<file path="src/rtl/shift_reg_pkg.sv">
// rtl/shift_reg_pkg.sv - shared mode/state encodings for shift_reg_n.
// Imported by shift_reg_n; optional X-bit extension is selected by SHIFT_REG_N_XBIT_EN.
package shift_reg_pkg;

  typedef enum logic [1:0] {
    SM_SRL = 2'b00,
    SM_SRA = 2'b01,
    SM_SLL = 2'b10,
    SM_ROR = 2'b11
  } shift_mode_e;

  typedef enum logic {
    ST_IDLE  = 1'b0,
    ST_SHIFT = 1'b1
  } shift_state_e;

endpackage

</file>
<file path="src/rtl/shift_reg_n_if.sv">
// rtl/shift_reg_n_if.sv - command/data bundle between controller and shift_reg_n.
// X_In/X_Load/X exist only when SHIFT_REG_N_XBIT_EN is defined.
interface shift_reg_n_if #(
  parameter int WIDTH = 8,
  parameter int CNT_W = $clog2(WIDTH + 1)
);
  logic             Load;
  logic [WIDTH-1:0] D;
  logic             Start;
  logic [1:0]       Mode;
  logic [CNT_W-1:0] Count;
  logic             Shift_In;
  logic             Busy;
  logic             Done;
  logic             Shift_Out;
  logic [WIDTH-1:0] Data_Out;
`ifdef SHIFT_REG_N_XBIT_EN
  logic             X_In;
  logic             X_Load;
  logic             X;

  modport master (
    output Load, D, Start, Mode, Count, Shift_In, X_In, X_Load,
    input  Busy, Done, Shift_Out, Data_Out, X
  );
  modport slave (
    input  Load, D, Start, Mode, Count, Shift_In, X_In, X_Load,
    output Busy, Done, Shift_Out, Data_Out, X
  );
`else
  modport master (
    output Load, D, Start, Mode, Count, Shift_In,
    input  Busy, Done, Shift_Out, Data_Out
  );
  modport slave (
    input  Load, D, Start, Mode, Count, Shift_In,
    output Busy, Done, Shift_Out, Data_Out
  );
`endif
endinterface

</file>
<file path="src/rtl/shift_reg_n_step_counter.sv">
// rtl/shift_reg_n_step_counter.sv - loadable down-counter of remaining shift steps.
// o_last flags the final step so the FSM can finish in the same cycle.
module shift_step_counter #(
  parameter int CNT_W = 4
) (
  input  logic             clk,
  input  logic             rst_n,
  input  logic             i_load,
  input  logic [CNT_W-1:0] i_load_val,
  input  logic             i_dec,
  output logic             o_last
);
  logic [CNT_W-1:0] r_count;

  always_ff @(posedge clk or negedge rst_n) begin
    if (!rst_n) begin
      r_count <= '0;
    end else if (i_load) begin
      r_count <= i_load_val;
    end else if (i_dec && (r_count != '0)) begin
      r_count <= r_count - CNT_W'(1);
    end
  end

  assign o_last = (r_count == CNT_W'(1));
endmodule

</file>
<file path="src/rtl/shift_reg_n.sv">
// rtl/shift_reg_n.sv - multi-mode shift register with counted start/busy/done command.
// Define SHIFT_REG_N_XBIT_EN to add the X extension bit used as SRA fill.
module shift_reg_n
  import shift_reg_pkg::*;
#(
  parameter int WIDTH = 8,
  parameter int CNT_W = $clog2(WIDTH + 1)
) (
  input  logic         Clk,
  input  logic         Reset_n,
  shift_reg_n_if.slave bus
);
  shift_state_e     r_state;
  shift_mode_e      r_mode;
  logic [WIDTH-1:0] r_data;
  logic             r_busy;
  logic             r_done;
  logic [CNT_W-1:0] w_count_clamped;
  logic [WIDTH-1:0] w_step;
  logic             w_msb_fill;
  logic             w_hold_off;
  logic             w_accept_start;
  logic             w_last;

`ifdef SHIFT_REG_N_XBIT_EN
  logic r_x;
  assign w_msb_fill = r_x;
  assign w_hold_off = bus.Load | bus.X_Load;
  assign bus.X      = r_x;
`else
  assign w_msb_fill = r_data[WIDTH-1];
  assign w_hold_off = bus.Load;
`endif

  assign w_count_clamped = (bus.Count > CNT_W'(WIDTH)) ? CNT_W'(WIDTH) : bus.Count;
  assign w_accept_start  = (r_state == ST_IDLE) && bus.Start && !w_hold_off;

  shift_step_counter #(.CNT_W(CNT_W)) u_step_counter (
    .clk        (Clk),
    .rst_n      (Reset_n),
    .i_load     (w_accept_start),
    .i_load_val (w_count_clamped),
    .i_dec      (r_state == ST_SHIFT),
    .o_last     (w_last)
  );

  always_comb begin
    w_step = r_data;
    case (r_mode)
      SM_SRL:  w_step = {bus.Shift_In, r_data[WIDTH-1:1]};
      SM_SRA:  w_step = {w_msb_fill, r_data[WIDTH-1:1]};
      SM_SLL:  w_step = {r_data[WIDTH-2:0], bus.Shift_In};
      SM_ROR:  w_step = {r_data[0], r_data[WIDTH-1:1]};
      default: w_step = r_data;
    endcase
  end

  always_ff @(posedge Clk or negedge Reset_n) begin
    if (!Reset_n) begin
      r_state <= ST_IDLE;
      r_mode  <= SM_SRL;
      r_data  <= '0;
      r_busy  <= 1'b0;
      r_done  <= 1'b0;
`ifdef SHIFT_REG_N_XBIT_EN
      r_x     <= 1'b0;
`endif
    end else begin
      r_done <= 1'b0;
      case (r_state)
        ST_IDLE: begin
`ifdef SHIFT_REG_N_XBIT_EN
          if (bus.X_Load) r_x <= bus.X_In;
`endif
          if (bus.Load) begin
            r_data <= bus.D;
          end else if (w_accept_start) begin
            r_mode <= shift_mode_e'(bus.Mode);
            // A zero-length command completes without ever becoming busy.
            if (w_count_clamped == '0) begin
              r_done <= 1'b1;
            end else begin
              r_state <= ST_SHIFT;
              r_busy  <= 1'b1;
            end
          end
        end
        ST_SHIFT: begin
          r_data <= w_step;
          if (w_last) begin
            r_state <= ST_IDLE;
            r_busy  <= 1'b0;
            r_done  <= 1'b1;
          end
        end
        default: r_state <= ST_IDLE;
      endcase
    end
  end

  assign bus.Busy      = r_busy;
  assign bus.Done      = r_done;
  assign bus.Data_Out  = r_data;
  assign bus.Shift_Out = (r_mode == SM_SLL) ? r_data[WIDTH-1] : r_data[0];
endmodule

</file>
<file path="src/flat_wrapper.sv">
// flat-port wrapper written by rule: the top's interface ports become plain ports
module shift_reg_n_flat import shift_reg_pkg::*;
#(
  parameter int WIDTH = 8,
  parameter int CNT_W = $clog2(WIDTH + 1)
)
  (Clk, Reset_n, bus_Load, bus_D, bus_Start, bus_Mode, bus_Count, bus_Shift_In, bus_Busy, bus_Done, bus_Shift_Out, bus_Data_Out);
  shift_reg_n_if #(.WIDTH(WIDTH), .CNT_W(CNT_W)) bus_i ();
  input  logic Clk;
  input  logic Reset_n;
  input wire logic [$bits(bus_i.Load)-1:0] bus_Load;
  input wire logic [$bits(bus_i.D)-1:0] bus_D;
  input wire logic [$bits(bus_i.Start)-1:0] bus_Start;
  input wire logic [$bits(bus_i.Mode)-1:0] bus_Mode;
  input wire logic [$bits(bus_i.Count)-1:0] bus_Count;
  input wire logic [$bits(bus_i.Shift_In)-1:0] bus_Shift_In;
  output wire logic [$bits(bus_i.Busy)-1:0] bus_Busy;
  output wire logic [$bits(bus_i.Done)-1:0] bus_Done;
  output wire logic [$bits(bus_i.Shift_Out)-1:0] bus_Shift_Out;
  output wire logic [$bits(bus_i.Data_Out)-1:0] bus_Data_Out;
  assign bus_i.Load = bus_Load;
  assign bus_i.D = bus_D;
  assign bus_i.Start = bus_Start;
  assign bus_i.Mode = bus_Mode;
  assign bus_i.Count = bus_Count;
  assign bus_i.Shift_In = bus_Shift_In;
  assign bus_Busy = bus_i.Busy;
  assign bus_Done = bus_i.Done;
  assign bus_Shift_Out = bus_i.Shift_Out;
  assign bus_Data_Out = bus_i.Data_Out;
  shift_reg_n #(.WIDTH(WIDTH), .CNT_W(CNT_W)) u_core (.Clk(Clk), .Reset_n(Reset_n), .bus(bus_i));
endmodule
</file>
<file path="config.mk">
export PLATFORM = sky130hd
export DESIGN_NAME = shift_reg_n_flat
export DESIGN_NICKNAME = d
export VERILOG_FILES = /design/src/rtl/shift_reg_pkg.sv /design/src/rtl/shift_reg_n_if.sv /design/src/rtl/shift_reg_n_step_counter.sv /design/src/rtl/shift_reg_n.sv /design/src/flat_wrapper.sv
export SDC_FILE = /design/constraint.sdc
export NUM_CORES = 1
export LEC_CHECK = 0
export CORE_MARGIN = 2
export CORE_UTILIZATION = 49
export DETAILED_ROUTE_END_ITERATION = 8
export PLACE_DENSITY = 0.82
export RECOVER_POWER = 100
export SYNTH_ARGS = -nofsm -noshare
export SYNTH_HDL_FRONTEND = slang
export SYNTH_SLANG_ARGS = --single-unit
export TNS_END_PERCENT = 10
</file>
<file path="constraint.sdc">
create_clock -name Clk -period 2.85 [get_ports Clk]
set_input_delay 0.855 -clock Clk [delete_from_list [all_inputs] [get_ports Clk]]
set_output_delay 0.855 -clock Clk [all_outputs]
set_load 0.1 [all_outputs]
</file>
==> results_dict.tcl <==
set metrics [dict create \
    status "completed" \
    nets_final 151 \
    multi_input_logic_area_um2 505.5 \
    first_pass_grt_wire_length_um 3505 \
    dp.cells 152 \
    postSynth.asyncResetShare_pct 100.0 \
    holdPathStages 1 \
    post-route-cell-area_um2 1256 \
    insertedDiodeCount 0 \
    min-delay-start "u_core.bus.Busy" \
    syn_nets 120 \
    end_kind "output port" \
    ys.warnings.count 0 \
    synth.ff_latch_count 17 \
    detail_route.first_pass.iterations 3 \
    period_share_pct 89.45 \
    setup_cp_type "reg -> out" \
    dp_hpwl_um 1575 \
    boundaryPins 30 \
    routed_wl_um 2082 \
    cap_viol_max_count 0 \
    worst_r2r_path_depth 3 \
    tightestPinTransition_ps 1167 \
    reg2reg_from "u_core.r_state" \
    dr.max_layer_used "met4" \
    clock_sinks 17 \
    numCtsBuffers 3 \
    final.setup_skew_ps 9.785 \
    std_cell_rows 16 \
    core_region_area_um2 1922 \
    post_cts_resize_count 0 \
    wl_met1_um 972 \
    proportion_of_layout_cells_with_a_drive_suffix_above_1_pct 8.527 \
    numPortBuffers 29 \
    crit_path_max_incr_delay_ps 420 \
    final.setup.worst_slack_ps 300.6 \
    critical_path_top_delay_cell "sky130_fd_sc_hd__dfrtp_1" \
    tritoncts "built" \
    grt_antenna_before_repair 0 \
    cts.hold.buffers_added 0 \
    first_global_vias 778 \
    timing.rr.end "u_core.u_step_counter.r_count[2]" \
    avgSynthCellArea_um2 9.921 \
    detail_route.drc_violations 0 \
    largest_fanout_of_any_net_on_the_critical_path 8 \
    seq_area_frac_synth_pct 43.31 \
    critical_path_required_ps 2000 \
    cts_htree_levels 1 \
    drt_first_iter_violations 12 \
    finalHoldViolCount 0 \
    report.final.slew_viol_count 0 \
    antenna_violation_net_count_after_detailed_routing 0 \
    hold-path-endpoint "u_core.bus.Busy" \
    post-place-ws_ps 482.0 \
    period_needed_ps 2549 \
    worst_ep_arrival_time_ps 1690 \
    gpl.final_weighted_congestion 0.7399 \
    flow.area_growth_from_synthesis_pct 27.90 \
    synth_area_leaders "sky130_fd_sc_hd__dfrtp_1 (43%), sky130_fd_sc_hd__mux2i_1 (9.2%), sky130_fd_sc_hd__a211oi_1 (6.1%)" \
    post_cts_buffers 0 \
    worstPathCellList "nor2b_1, clkbuf_2, mux2_2, buf_12" \
    clk_latency_ps 280 \
    edff_count_synth 0 \
    synth_common_cells "sky130_fd_sc_hd__dfrtp_1 (17), sky130_fd_sc_hd__a21oi_1 (9), sky130_fd_sc_hd__mux2i_1 (9)" \
    cp_top_family "buffers and inverters" \
    synth.most_common_cell "sky130_fd_sc_hd__dfrtp_1" \
    wl_per_cell_um 13.35 \
    met2_wirelength_um 988 \
    ctsRootBufferMaster "sky130_fd_sc_hd__clkbuf_4" \
    syn_inst 99 \
    floorplan.die.height_um 48.77 \
    synth.lib_cells_used.distinct 26 \
    setup_total_negative_slack_ps 0 \
    hold_path_class "reg -> reg" \
    cts-root-to-sink-buffers 2 \
    clk_transition_reported_paths_ps 100 \
    detail_route.vias_per_cell 5.282 \
    max_clock_freq_ghz 0.3923 \
    stdcell_count 156 \
    grt_usage_pct 18.54 \
    fillCellCount 184 \
    reg2reg_slack_ps 1070 \
    max-slew-margin-rel_pct 22.52 \
    grt_setup_unrepaired "false" \
    timing.final.setup_violations 0 \
    synth_top_area_cell "sky130_fd_sc_hd__dfrtp_1" \
    synth_ff_type "sky130_fd_sc_hd__dfrtp_1" \
    wl_met3_um 110 \
    vias 824 \
    floorplan.initialDensity_pct 51.11 \
    grt_max_degree 25 \
    ff_latch_area_um2 425.4 \
    die_area_um2 2379 \
    mappedNetlistArea_um2 982.2 \
    globalRouteOverflowTotal 0 \
    die_x_um 48.77 \
    synthDominantCellAreaShare_pct 43.31 \
    startpoint_type "flop" \
    dpl_cell_area_um2 1274 \
    critical_path_buf_inv_count 2 \
]
worst max path at each step:
stage / start / to / slack (ps) / depth (start not counted)
after floorplan: u_core.bus.Data_Out[0] / bus_Shift_Out / 400 / 1
after global placement: bus_Start / u_core.r_mode[1] / 500 / 3
after detailed placement: bus_Load / u_core.r_mode[1] / 480 / 3
after CTS: u_core.r_mode[1] / bus_Shift_Out / 380 / 4
after global routing: u_core.r_mode[1] / bus_Shift_Out / 210 / 4
final: u_core.r_mode[1] / bus_Shift_Out / 300 / 4
cells in the final DEF, fill, tap and decap left out:
master,Yosys,routed
sky130_fd_sc_hd__nor2b_1,5,5
sky130_fd_sc_hd__nor2_1,6,6
sky130_fd_sc_hd__a22oi_2,1,1
sky130_fd_sc_hd__inv_1,5,5
sky130_fd_sc_hd__a31oi_1,1,1
sky130_fd_sc_hd__o32a_2,1,1
sky130_fd_sc_hd__nor3b_2,1,1
sky130_fd_sc_hd__clkbuf_2,0,1
sky130_fd_sc_hd__a21o_1,2,2
sky130_fd_sc_hd__ha_1,2,2
sky130_fd_sc_hd__clkbuf_1,0,12
sky130_fd_sc_hd__clkdlybuf4s50_1,0,16
sky130_fd_sc_hd__a21boi_0,1,1
sky130_fd_sc_hd__xnor2_1,1,1
sky130_fd_sc_hd__a211oi_1,8,8
sky130_fd_sc_hd__mux2_2,3,3
sky130_fd_sc_hd__mux2i_1,9,9
sky130_fd_sc_hd__and2b_1,5,5
sky130_fd_sc_hd__a21oi_1,9,9
sky130_fd_sc_hd__dlygate4sd3_1,0,2
sky130_fd_sc_hd__buf_12,0,1
sky130_fd_sc_hd__clkbuf_4,0,3
sky130_fd_sc_hd__nor3_1,1,1
sky130_fd_sc_hd__o21ai_0,5,5
sky130_fd_sc_hd__nand2_1,6,6
sky130_fd_sc_hd__nand3b_1,1,1
sky130_fd_sc_hd__dfrtp_1,17,17
sky130_fd_sc_hd__nand3_1,2,2
sky130_fd_sc_hd__nor4_1,1,1
sky130_fd_sc_hd__a221o_1,1,1
stage by stage:
stage	utilization (%)	hold WS, ps
final	65.36	488.3
after global routing	65.36	534.1
after CTS	67.64	498.7
after detailed placement	66.28	470.5
after global placement	66.28	467.3
after floorplan	-	518.4
worst register-to-register path: cells and delay by family, from the launching register on:
| family | cells | cell delay (ps) |
|---|---|---|
| flip-flops | 1 | 650 |
| AO/OA/AOI/OAI | 2 | 350 |
| AND/OR/NAND/NOR | 1 | 630 |
kinds of logic (layout without fill, tap and decap cells):
group / after synthesis / in the layout / share of synthesized area [%]
buffers and inverters: 10 / 40 / 5.223
XOR/XNOR: 1 / 1 / 0.8919
AO/OA/AOI/OAI: 29 / 29 / 19.62
adder cells (fa/ha/maj): 2 / 2 / 2.547
multiplexers: 12 / 12 / 12.61
AND/OR/NAND/NOR: 28 / 28 / 15.80
flip-flops: 17 / 17 / 43.31
per-layer routing:
metal	GRT usage, %	up-vias
met3	4.294	2
met2	32.19	23
li1	-	417
met4	4.286	0
met5	0	-
met1	23.40	382
layout make-up:
type / count / area share, %
clock buffer: 4 / 2.092
multi-input combinational: 72 / 40.24
sequential: 17 / 33.86
inverter: 5 / 1.494
tap: 27 / 2.689
timing repair buffer: 31 / 19.62
flip-flops by register name (all words and copies together) (netlist names):
signal and flops:
u_core.bus.Busy 1, u_core.bus.Data_Out 8, u_core.bus.Done 1, u_core.r_mode 2, u_core.r_state 1, u_core.u_step_counter.r_count 4
Power is not shown: default switching activity piles up to over one toggle a cycle in this logic, so the estimate is an artifact.
